===== src/rtl/lsu_bus_bridge.sv =====
// lsu_bus_bridge: RV32I load/store bridge onto NUM_SLAVES word-addressed slaves.
// Define LSU_MISALIGN_SPLIT_EN to split word-crossing misaligned accesses.
module lsu_bus_bridge #(
  parameter int AWIDTH     = 12,
  parameter int NUM_SLAVES = 4,
  parameter int SEL_LSB    = 28
) (
  input  logic                    clk,
  input  logic                    n_rst,
  input  logic                    req_valid,
  output logic                    req_ready,
  input  logic                    req_we,
  input  logic [2:0]              req_funct3,
  input  logic [31:0]             req_addr,
  input  logic [31:0]             req_wdata,
  output logic                    rsp_valid,
  output logic                    rsp_err,
  output logic [31:0]             rsp_rdata,
  output logic [NUM_SLAVES-1:0]   bus_cs_n,
  output logic                    bus_we,
  output logic [AWIDTH-1:0]       bus_addr,
  output logic [3:0]              bus_be,
  output logic [31:0]             bus_wdata,
  input  logic [NUM_SLAVES*32-1:0] bus_rdata,
  input  logic [NUM_SLAVES-1:0]   bus_ready
);
  localparam int SELW = 32 - SEL_LSB;
  localparam int SW   = (NUM_SLAVES > 1) ? $clog2(NUM_SLAVES) : 1;

  typedef enum logic [1:0] {IDLE, BEAT0, BEAT1, CAPT} state_e;

  state_e            state_q, state_d;
  logic              rsp_valid_q, rsp_valid_d;
  logic              rsp_err_q, rsp_err_d;
  logic [31:0]       rsp_rdata_q, rsp_rdata_d;
  logic              first_q, first_d;
  logic [SW-1:0]     sel_q;
  logic [AWIDTH-1:0] addr_q;
  logic              we_q, split_q;
  logic [7:0]        be_q;
  logic [63:0]       wd_q;
  logic [2:0]        f3_q;
  logic [1:0]        off_q;
  logic [31:0]       lo_q;

  logic [SELW-1:0] region;
  logic [1:0]      off;
  logic [3:0]      smask;
  logic            f3_ok, reg_ok, mis_err, split, req_err;
  logic [7:0]      be64;
  logic [63:0]     wd64;
  logic            accept, capt_lo;
  logic [31:0]     rd_sel, shr, ext;
  logic            rdy_sel, beat;
  logic [63:0]     d64;
  logic            unused_addr;

  assign unused_addr = ^req_addr[SEL_LSB-1:AWIDTH+2];

  always_comb begin
    region = req_addr[31:SEL_LSB];
    off    = req_addr[1:0];
    case (req_funct3[1:0])
      2'b00:   smask = 4'b0001;
      2'b01:   smask = 4'b0011;
      default: smask = 4'b1111;
    endcase
    f3_ok  = req_we ? (req_funct3 <= 3'b010)
                    : (req_funct3[1:0] != 2'b11 && req_funct3 != 3'b110);
    reg_ok = {{SEL_LSB{1'b0}}, region} < 32'(NUM_SLAVES);
    be64   = {4'b0000, smask} << off;
    wd64   = {32'b0, req_wdata} << {off, 3'b000};
`ifdef LSU_MISALIGN_SPLIT_EN
    split   = |be64[7:4];
    mis_err = 1'b0;
`else
    split   = 1'b0;
    mis_err = |(off & {smask[3], smask[1]});
`endif
    req_err = !f3_ok || !reg_ok || mis_err;
  end

  always_comb begin
    rd_sel  = '0;
    rdy_sel = 1'b0;
    for (int i = 0; i < NUM_SLAVES; i++) begin
      if (sel_q == SW'(i)) begin
        rd_sel  = bus_rdata[32*i +: 32];
        rdy_sel = bus_ready[i];
      end
    end
  end

  assign beat      = (state_q == BEAT0) || (state_q == BEAT1);
  assign req_ready = (state_q == IDLE);
  assign bus_we    = beat && we_q;
  assign bus_addr  = (state_q == BEAT1) ? addr_q + AWIDTH'(1) : addr_q;
  assign bus_wdata = (state_q == BEAT1) ? wd_q[63:32] : wd_q[31:0];
  assign rsp_valid = rsp_valid_q;
  assign rsp_err   = rsp_err_q;
  assign rsp_rdata = rsp_rdata_q;

  always_comb begin
    bus_be = 4'b0000;
    if (state_q == BEAT0) bus_be = be_q[3:0];
    if (state_q == BEAT1) bus_be = be_q[7:4];
    for (int i = 0; i < NUM_SLAVES; i++)
      bus_cs_n[i] = !(beat && sel_q == SW'(i));
  end

  // Beat-0 word sits in lo_q when the access was split.
  always_comb begin
    d64 = split_q ? {rd_sel, lo_q} : {32'b0, rd_sel};
    shr = 32'(d64 >> {off_q, 3'b000});
    case (f3_q)
      3'b000:  ext = {{24{shr[7]}}, shr[7:0]};
      3'b001:  ext = {{16{shr[15]}}, shr[15:0]};
      3'b100:  ext = {24'b0, shr[7:0]};
      3'b101:  ext = {16'b0, shr[15:0]};
      default: ext = shr;
    endcase
  end

  always_comb begin
    state_d     = state_q;
    rsp_valid_d = 1'b0;
    rsp_err_d   = 1'b0;
    rsp_rdata_d = '0;
    first_d     = 1'b0;
    accept      = 1'b0;
    capt_lo     = 1'b0;
    case (state_q)
      IDLE: begin
        if (req_valid) begin
          if (req_err) begin
            rsp_valid_d = 1'b1;
            rsp_err_d   = 1'b1;
          end else begin
            accept  = 1'b1;
            state_d = BEAT0;
          end
        end
      end
      BEAT0: begin
        if (rdy_sel) begin
          state_d = split_q ? BEAT1 : CAPT;
          first_d = split_q;
        end
      end
      BEAT1: begin
        capt_lo = first_q;
        if (rdy_sel) state_d = CAPT;
      end
      CAPT: begin
        rsp_valid_d = 1'b1;
        rsp_rdata_d = we_q ? 32'b0 : ext;
        state_d     = IDLE;
      end
      default: state_d = IDLE;
    endcase
  end

  always_ff @(posedge clk or negedge n_rst) begin
    if (!n_rst) begin
      state_q     <= IDLE;
      rsp_valid_q <= 1'b0;
      rsp_err_q   <= 1'b0;
      rsp_rdata_q <= '0;
      first_q     <= 1'b0;
    end else begin
      state_q     <= state_d;
      rsp_valid_q <= rsp_valid_d;
      rsp_err_q   <= rsp_err_d;
      rsp_rdata_q <= rsp_rdata_d;
      first_q     <= first_d;
    end
  end

  always_ff @(posedge clk or negedge n_rst) begin
    if (!n_rst) begin
      sel_q   <= '0;
      addr_q  <= '0;
      we_q    <= 1'b0;
      be_q    <= '0;
      wd_q    <= '0;
      f3_q    <= '0;
      off_q   <= '0;
      split_q <= 1'b0;
    end else if (accept) begin
      sel_q   <= region[SW-1:0];
      addr_q  <= req_addr[AWIDTH+1:2];
      we_q    <= req_we;
      be_q    <= be64;
      wd_q    <= wd64;
      f3_q    <= req_funct3;
      off_q   <= off;
      split_q <= split;
    end
  end

  always_ff @(posedge clk or negedge n_rst) begin
    if (!n_rst)       lo_q <= '0;
    else if (capt_lo) lo_q <= rd_sel;
  end
endmodule

===== config.mk =====
export PLATFORM = sky130hd
export DESIGN_NAME = lsu_bus_bridge
export DESIGN_NICKNAME = d
export VERILOG_FILES = /design/src/rtl/lsu_bus_bridge.sv
export SDC_FILE = /design/constraint.sdc
export NUM_CORES = 1
export LEC_CHECK = 0
export ABC_AREA = 1
export CORE_ASPECT_RATIO = 1.25
export CORE_UTILIZATION = 44
export DETAILED_ROUTE_END_ITERATION = 6
export HOLD_SLACK_MARGIN = 0.15
export PLACE_DENSITY = 0.78
export SYNTH_ARGS = -nofsm -noshare
export SYNTH_HDL_FRONTEND = slang
export SYNTH_SLANG_ARGS = --single-unit

===== constraint.sdc =====
create_clock -name clk -period 2.17 [get_ports clk]
set_input_delay 0.434 -clock clk [delete_from_list [all_inputs] [get_ports clk]]
set_output_delay 0.434 -clock clk [all_outputs]
set_load 0.1 [all_outputs]

**Word-level counts from Yosys, hierarchy flattened**

Cells that the tools add are included.

- Bitwise operators: 1
- $add $sub $neg: 1
- Muxes and demuxes: 28
- Reductions and logical operators: 22
- Shifts and indexed selects: 3
- $lt $le $gt $ge: 2
- Equality and inequality tests: 16

Operator list:

| kind | number |
|---|---|
| $mux W32 | 7 |
| $pmux W32 S4 | 1 |
| $shl A32 B5 Y64 | 1 |
| $shr A32 B5 Y32 | 1 |
| $add A12 B1 Y12 const B | 1 |
| $mux W12 | 1 |
| $mux W1 | 11 |
| $ne A2 B2 Y1 const B | 5 |
| $eq A2 B2 Y1 const B | 4 |
| $mux W4 | 2 |
| $pmux W4 S2 | 1 |
| $shl A4 B2 Y8 | 1 |
| $eq A2 B1 Y1 const B | 3 |
| $eq A3 B3 Y1 const B | 2 |
| $logic_and A1 B1 Y1 | 6 |
| $logic_not A1 Y1 | 6 |
| $logic_not A2 Y1 | 3 |
| $mux W2 | 3 |
| $pmux W2 S3 | 1 |
| $lt A4 B3 Y1 const B | 1 |
| $reduce_and A4 Y1 | 1 |
| $reduce_or A2 Y1 | 2 |
| $eq A3 B1 Y1 const B | 1 |
| $le A3 B2 Y1 const B | 1 |
| other kinds (5) | 7 |

- Logic and storage cells: 84
- Output and inout bits: 88
- Bits in registers: 128
- Input bits: 203

**Longest topological paths before layout**

Gate-level depths: netlist of run 1.

- Depth after elaboration: 9
- Mapped depth: 14
- Mapped depth without buffers: 11

**Worst setup path before layout of run 1**

Ideal clock, no wire load.

- Kind: flip-flop to output port
- Start: register state_q[0]
- End: output port bus_be[0]
- Buffers on the path: 1
- Path slack: -1536 ps
- Data arrival time: 3272 ps
- Data required time: 1736 ps
- Stages on the path, launching flop included: 7
- Cell sequence: dfrtp_1 inv_1 ha_1 inv_1 clkbuf_1 nand2_1 o21ai_0

- Cells in the longest elaborated chain, start to end: 3
- Elaborated cells on any way between the ends: 4
- Those cells by class: 2 x eq/ne; 2 x mux

RTL lines:

| element | line | RTL |
|---|---|---|
| start, declared | 32 | `state_e state_q, state_d;` |
| start signal, assigned | 171 | `state_q <= state_d;` |
| $eq A2 B1 Y1 | n/a |  |
| $mux W4 | 105 | `if (state_q == BEAT0) bus_be = be_q[3:0];` |
| $mux W4 * | 106 | `if (state_q == BEAT1) bus_be = be_q[7:4];` |
| end, declared | 22 | `output logic [3:0] bus_be,` |

Mark *: on every way between the ends. The rest lies on a longest branch, timed or not.

**Worst setup path after layout of run 1**

- Start: register state_q[0]
- End: output port bus_addr[9]

- Cells in the longest elaborated chain, start to end: 2

RTL lines:

| element | line | RTL |
|---|---|---|
| $eq A2 B2 Y1 | n/a |  |
| $mux W12 | 97 | `assign bus_addr = (state_q == BEAT1) ? addr_q + AWIDTH'(1) : addr_q;` |
| end, declared | 21 | `output logic [AWIDTH-1:0] bus_addr,` |

Every way passes these cells.

==> results of run 1 <==
[through the flow]
stage | hold slack, ns | setup slack (ns) | util, % | power, uW | area, sq um
finish | 0.3736 | -0.3688 | 78.02 | 22670 | 12590
floorplan | 0.1384 | -0.3263 | - | 13380 | 7729
CTS | 0.3523 | -0.3105 | 75.28 | 21570 | 12150
global route | 0.4061 | -0.4751 | 78.02 | 23450 | 12590
global placement | 0.4482 | -0.04666 | 69.89 | 17770 | 11280
detailed placement | 0.4526 | -0.09686 | 69.89 | 17920 | 11280
[metal layers]
layer  up-vias  routed length, microns  track usage, %
met5         -                       0               0
met4         0                    1863           18.92
met3       137                    2420           7.830
met2       516                   15330           54.94
met1      4011                   11110           38.30
li1       3866                       -               -
[sequential cells by signal (all words and copies together) (netlist names)]
name       count
addr_q        12
off_q          2
rsp_rdata     32
we_q           1
wd_q          56
rsp_err        1
state_q        2
rsp_valid      1
f3_q           3
sel_q          2
be_q           7
[layout make-up]
| class | instances | area [sq um] |
|---|---|---|
| inverters | 98 | 394.1 |
| multi-input cells | 736 | 4312 |
| clock buffers | 21 | 450.4 |
| flip-flops and latches | 119 | 2980 |
| well taps | 216 | 270.3 |
| diodes | 1 | 2.502 |
| clock inverters | 10 | 200.2 |
| repair buffers | 340 | 3980 |
| fillers | 1050 | 3546 |
[worst register-to-register path: stages (launching register included)]
cell	delay (ns)
dfrtp_1	0.40
buf_4	0.28
nor2_4	0.08
buf_4	0.20
buf_4	0.17
nand2_1	0.06
nand3_1	0.07
a21oi_1	0.24
o21ai_1	0.13
nand2_1	0.16
nand2_1	0.06
o21ai_0	0.09
[worst max-delay path by stage]
stage                             start            to  slack, ns  cells after the start
after floorplan              state_q[0]  bus_addr[11]      -0.33                      8
after global placement    req_funct3[1]       be_q[3]      -0.05                     11
after global routing         state_q[0]  bus_addr[11]      -0.48                      9
after CTS                    state_q[0]   bus_addr[9]      -0.31                      9
final                        state_q[0]   bus_addr[9]      -0.37                      9
after detailed placement  req_funct3[1]      wd_q[43]       -0.1                      9
[synth_stat cells, drive strengths merged (4+ instances only)]
library cell and count:
a21oi 22, buf 41, clkbuf 21, dfrtp 119, ha 6, inv 96, mux2i 16, nand2 335
nand3 62, nor2 84, o211ai 13, o21ai 136, o22ai 16, o31ai 8, or2 13, xnor2 4
xor2 7
[what timing repair did]
| action | CTS | global route |
|---|---|---|
| hold buffers | 1 | 0 |
| resized for setup | 29 | 58 |
| hold endpoints to repair | 119 | 0 |
| cloned | 1 | 5 |
| setup buffers | 13 | 8 |
| pin swaps | 7 | 36 |
| endpoints found under the setup margin | 50 | 56 |
[kinds of logic (layout without fill, tap and decap cells)]
family	after synthesis	count (layout)	synth area share (%)
adders and majority gates	6	6	1.034
AOI/OAI and AO/OA	204	204	15.52
other	0	1	0
buffers and inverters	160	469	9.526
muxes	16	16	2.205
and+or+nand+nor	499	499	29.39
xor gates and xnor gates	11	11	1.326
DFF	119	119	41.00
[power by group]
group	leakage, uW	internal (uW)	switching (uW)
registers	0.00150	2960	549
clock network	0.000321	2170	998
logic	0.00422	5350	10700
==> metrics.txt, run 1 <==
status=finished, violations left; failing checks=negative setup slack; Worst Path Required=around 1.7 ns; CTS tree=done; commonest non-fill, non-tap cell in the layout=nand2_1; Syn Std Cell Area=between 7000 and 8000 sq um; sequential-to-total area share from yosys stat=between 40% and 50%; Hold Path Class=in2reg; Worst Slack Setup Final=-0.3688 ns; FF-to-FF path depth=11; total track usage=~33%; WL/cell=about 20 microns; Die Y=between 100 and 150 microns; Hold Fails Final Rpt=0; CP arrival=~2.1 ns; Clock Sinks=119; peak supply drop=1958 uV; clock skew=0.01278 ns; FMAX=around 0.39 GHz; DIE AREA=17030 sq um; delay-heaviest family, CP=simple AND/OR/NAND/NOR gates; initial antenna violation count=1; Yosys warnings=0; antenna viol nets, final=0; drt pass-1 iters=6; Initial Util=between 40% and 50%; layout cells sized above 1=a little under a quarter; Setup CP Type=reg2out; Crit-path slowest cell=dfrtp_1; WHS Endpoint=off_q[0]; Synth area leaders=dfrtp_1, nand2_1, o21ai_0; Post-synth ARST share=100.0%; dpl cells=roughly 1500; DRC Markers=0; largest net degree at the start of global routing=81; CP peak stage delay=around 0.38 ns; hold path cells=3; R2R Path End=state_q[0]; Site Rows=52; vias per cell=5.535; fin crit period=2.539 ns; CP Buf/Inv Count=3; CP max FO=2; Root Driver=clkbuf_16; Nets=between 1500 and 2000; maxcap violations=0; boundary pin count=291; Yosys top cell by area=dfrtp_1; worst path cell trace=inv_2 > ha_4 > nand4_1 > nor2_2 > nand3_2 > nor2_4 > buf_6 > xor2_4 > buf_12; R2R Path Start=sel_q[1]; most frequent cells in the layout=nand2_1, clkdlybuf4s50_1, dfrtp_1; number of global-route vias before repair=around 8000; Mapped Nets=1224; DRT Wirelength=a little over 30 mm; core area=16140 sq um; Gate Count Post-Synth=1015; CP Launch Type=flop; Area Overhead vs Synth=73.33%; Distinct cells, synth=45; Synth top area share=a little over 40%; initial DRC count=803; gr ovfl total=0; vias after detailed routing=about 8500; total CTS buffers=17; CP Capture Type=output port; ys flop type=dfrtp_1; TNS Setup=-9.441 ns; Slew @ Worst Pin=about 0.54 ns; Tcrit/Tclk final=117.0%; Final setup viols=49; Final HPWL DP=approximately 20 mm; fin. max-slew vios=0; flop2flop setup slack=0.12 ns; gpl congestion=0.8675; Buffers on Ports=around 280; EDFF count, synth=0; latest clock arrival within the worst-skew pair=~0.43 ns; Hold Startpoint=req_addr[0]; #FFs+latches synth=about 120; syn_area_per_cell=7.156 sq um; clock buffer depth=2; Clock Pin Slew Worst Setup and Hold Paths=~0.050 ns; post-route insts no fill=roughly 1500; chip width=116.9 microns; P_leak=slightly above 0.006 uW; H-tree depth=4; RSZ-0062 raised after global routing=true; Worst slew margin=63.81%; first-pass GRT wire length=roughly 42 mm; power per cell area=approximately 1800 nW/um^2
Note: power is estimated with default switching activity, not from simulation.
==> inputs of run 2 (changes only) <==
--- a/config.mk
+++ b/config.mk
@@ -5,8 +5,7 @@
 export SDC_FILE = /design/constraint.sdc
 export NUM_CORES = 1
 export LEC_CHECK = 0
-export ABC_AREA = 1
-export CORE_ASPECT_RATIO = 1.25
+export CORE_ASPECT_RATIO = 1.4
 export CORE_UTILIZATION = 44
 export DETAILED_ROUTE_END_ITERATION = 6
 export HOLD_SLACK_MARGIN = 0.15
==> run 2 against run 1 <==
Compared with the run above:
- cell area down 1.6%
- cell count down 23%
- combinational power down 33%
- area after synthesis down 0.64%
- the run still ends with negative setup slack left
- largest cell class unchanged
- via count down 21%
- critical path type unchanged
- power down 26%
- clock skew down 0.0072 ns
- routed wire length down 21%
- register-to-register slack worse by 0.18 ns
- critical path depth down 3
- utilization down 1.1 points
- sequential power down 5.7%
==> metrics.txt, run 2 <==
WHS Endpoint=off_q[0]; FF-to-FF path depth=7 (-4); gr ovfl total=0 (unchanged); initial DRC count=320 (-60%); Crit-path slowest cell=dfrtp_1; peak supply drop=1351 uV (-31%); RSZ-0062 raised after global routing=true; CP Launch Type=flop; first-pass GRT wire length=35.73 mm (-15%); CP arrival=1.97 ns (-0.13 ns); worst path cell trace=inv_2 > ha_4 > buf_4 > clkbuf_16 > mux2_2 > buf_12; power per cell area=1349 nW/um^2 (-25%); Top reg by flops=wd_q; Setup CP Type=reg2out; boundary pin count=291 (unchanged); FMAX=0.4153 GHz (+5.4%); DRT Wirelength=24.32 mm (-21%); commonest non-fill, non-tap cell in the layout=clkdlybuf4s50_1; Worst Path Required=1.74 ns (about the same); largest net degree at the start of global routing=66 (-19%); gpl congestion=0.8324 (-4.0%); Hold Fails Final Rpt=0 (unchanged); hold path cells=2 (-1); Nets=1190 (-22%); CP Capture Type=output port; Yosys warnings=0 (unchanged); Design Power=16720 uW (-26%); sequential-to-total area share from yosys stat=41.26% (+0.26 points); Synth area leaders=dfrtp_1, mux4_2, mux2_2; drt pass-1 iters=5 (-1); fin crit period=2.408 ns (-0.1309 ns); total track usage=28.24% (-4.8 points); antenna fix cells=0 (-1); clock buffer depth=2 (unchanged); total CTS buffers=17 (unchanged); main combinational cell family by area after synthesis=multiplexers; Root Driver=clkbuf_16; CTS tree=done; R2R Path End=rsp_rdata[26]; flop2flop setup slack=-0.06 ns (-0.18 ns); layout cells sized above 1=39.94% (+16 points); Syn Std Cell Area=7217 sq um (-0.64%); status=finished, violations left; Site Rows=55 (+5.8%); post-route insts no fill=1193 (-23%); compound-cell area share of the yosys netlist=10.99% (-4.5 points); Die Y=153.5 microns (+5.4%); CP max FO=8 (+6); #FFs+latches synth=119 (unchanged); Clock Sinks=119 (unchanged); DIE AREA=16930 sq um (-0.60%); Synth top area share=41.26% (+0.26 points); Area Overhead vs Synth=71.69%; Hold Startpoint=req_addr[0]; Mapped Nets=861 (-30%); Hold Path Class=in2reg; Final setup viols=63 (+29%); P_leak=0.005392 uW (-11%); Post-synth ARST share=100.0% (unchanged); antenna viol nets, final=0 (unchanged); Worst Slack Setup Final=-0.2380 ns (+0.1309 ns); count leader, synth=dfrtp_1; Worst slew margin=49.51% (-14 points); Post-Synth Simple-Gate Area=11.75% (-18 points); Core Util, Final=76.95% (-1.1 points); clock skew=0.005590 ns (-0.007194 ns); Distinct cells, synth=48 (+6.7%); EDFF count, synth=0 (unchanged); ys flop type=dfrtp_1; adder-cell share of the synthesized area=1.040% (+0.0066 points); mux cell area share after synthesis=29.72% (+28 points); DRC Markers=0 (unchanged); most frequent cells in the layout=clkdlybuf4s50_1, dfrtp_1, nand2_1; failing checks=negative setup slack; commonest cells in the netlist=dfrtp_1, nand2_1, mux2_2; Buffers on Ports=276 (unchanged); Yosys top cell by area=dfrtp_1; Final HPWL DP=17.56 mm (-11%); max reg flops=56 (unchanged); latest clock arrival within the worst-skew pair=0.41 ns (-0.02 ns); maxcap violations=0 (unchanged); Slew @ Worst Pin=0.7558 ns (+0.2187 ns); Clock Pin Slew Worst Setup and Hold Paths=0.05 ns (about the same); Tcrit/Tclk final=111.0% (-6.0 points); Initial Util=44.82% (-0.20 points); initial antenna violation count=0 (-1); vias per cell=5.667 (+2.4%); XOR/XNOR share of the synthesized area=1.456% (+0.13 points); dpl cells=1140 (-23%); WL/cell=20.39 microns (+2.2%); fin. max-slew vios=0 (unchanged); syn_area_per_cell=11.07 sq um (+55%); vias after detailed routing=6761 (-21%); chip width=110.2 microns (-5.7%); number of global-route vias before repair=6849 (-16%); Post-Place Setup Slack=-0.1864 ns (-0.08952 ns); core area=16100 sq um (-0.20%); Gate Count Post-Synth=652 (-36%); R2R Path Start=sel_q[0]; H-tree depth=4 (unchanged); CP peak stage delay=0.39 ns (about the same)
[run 2: changes by cell type after synthesis, moves of 13 or more]
cell      delta
nor2_1      -47
mux4_2      +41
o21ai_1     -16
mux2_2      +75
inv_1       -88
nand3_1     -51
nor2b_1     +13
o21ai_0     -84
o22ai_1     -16
a22oi_1     +21
nand2_1    -213
mux2i_1     +13
o211ai_1    -13
[run 2: worst max-delay path, delay by kind of cell, from the launching register on]
family,cells,cell delay [ns]
adder cells (fa/ha/maj),1,0.18
buffers and inverters,4,0.62
flip-flops,1,0.39
multiplexers,1,0.36
[run 2: logic make-up (layout without fill, tap and decap cells)]
kind of cell               Yosys count  after routing
and+or+nand+nor                    192            192
muxes                              151            151
DFF                                119            119
AOI/OAI and AO/OA                  116            116
buffers and inverters               56            398
xor gates and xnor gates            12             12
adders and majority gates            6              6
[run 2: timing repair]
action / 4_1_cts / 5_1_grt
gates resized for setup: 31 / 52
endpoints found under the hold margin: 37 / 0
gates cloned: 0 / 4
setup endpoints to repair: 40 / 63
buffers inserted: 3 / 14
hold buffers: 1 / 0
pin swaps: 12 / 13
[run 2: final cells by class]
class / instances / area, sq um
sequential: 119 / 2984
tap: 199 / 249.0
multi-input combinational: 477 / 4513
timing repair buffer: 360 / 4058
fill: 1023 / 3712
clock buffer: 19 / 432.9
clock inverter: 13 / 131.4
inverter: 6 / 22.52
[run 2: through the flow]
step                hold WS (ns)  cell area (sq um)  TNS (ns)
finish                    0.3980              12390    -7.347
global route              0.4026              12390    -9.867
CTS                       0.3849              12010    -6.540
detailed placement        0.4459              11280    -10.75
global placement          0.4435              11280    -7.382
floorplan                 0.1384               7490    -2.460
[run 2: where the power goes]
| part | internal [uW] | leakage [uW] | switching [uW] |
|---|---|---|---|
| clock | 1680 | 0.000277 | 1010 |
| combinational | 4270 | 0.00351 | 6450 |
| sequential | 2820 | 0.00161 | 487 |
[run 2: worst max-delay path by stage]
stage / slack (ns) / end / start
3_5_place_dp: -0.19 / rsp_rdata[27] / bus_rdata[63]
5_1_grt: -0.27 / bus_addr[9] / state_q[0]
6_report: -0.24 / bus_wdata[11] / state_q[0]
2_1_floorplan: -0.19 / bus_addr[9] / state_q[0]
4_1_cts: -0.25 / bus_addr[9] / state_q[0]
3_3_place_gp: -0.17 / rsp_rdata[27] / bus_rdata[63]
[run 2: metal layers]
metal / routed length (microns) / global-route usage, % / share of wire, %
met3: 1524 / 5.468 / 6.3
met4: 1274 / 13.78 / 5.2
met2: 13780 / 52.29 / 57
met5: 0 / 0 / 0
met1: 7739 / 29.52 / 32
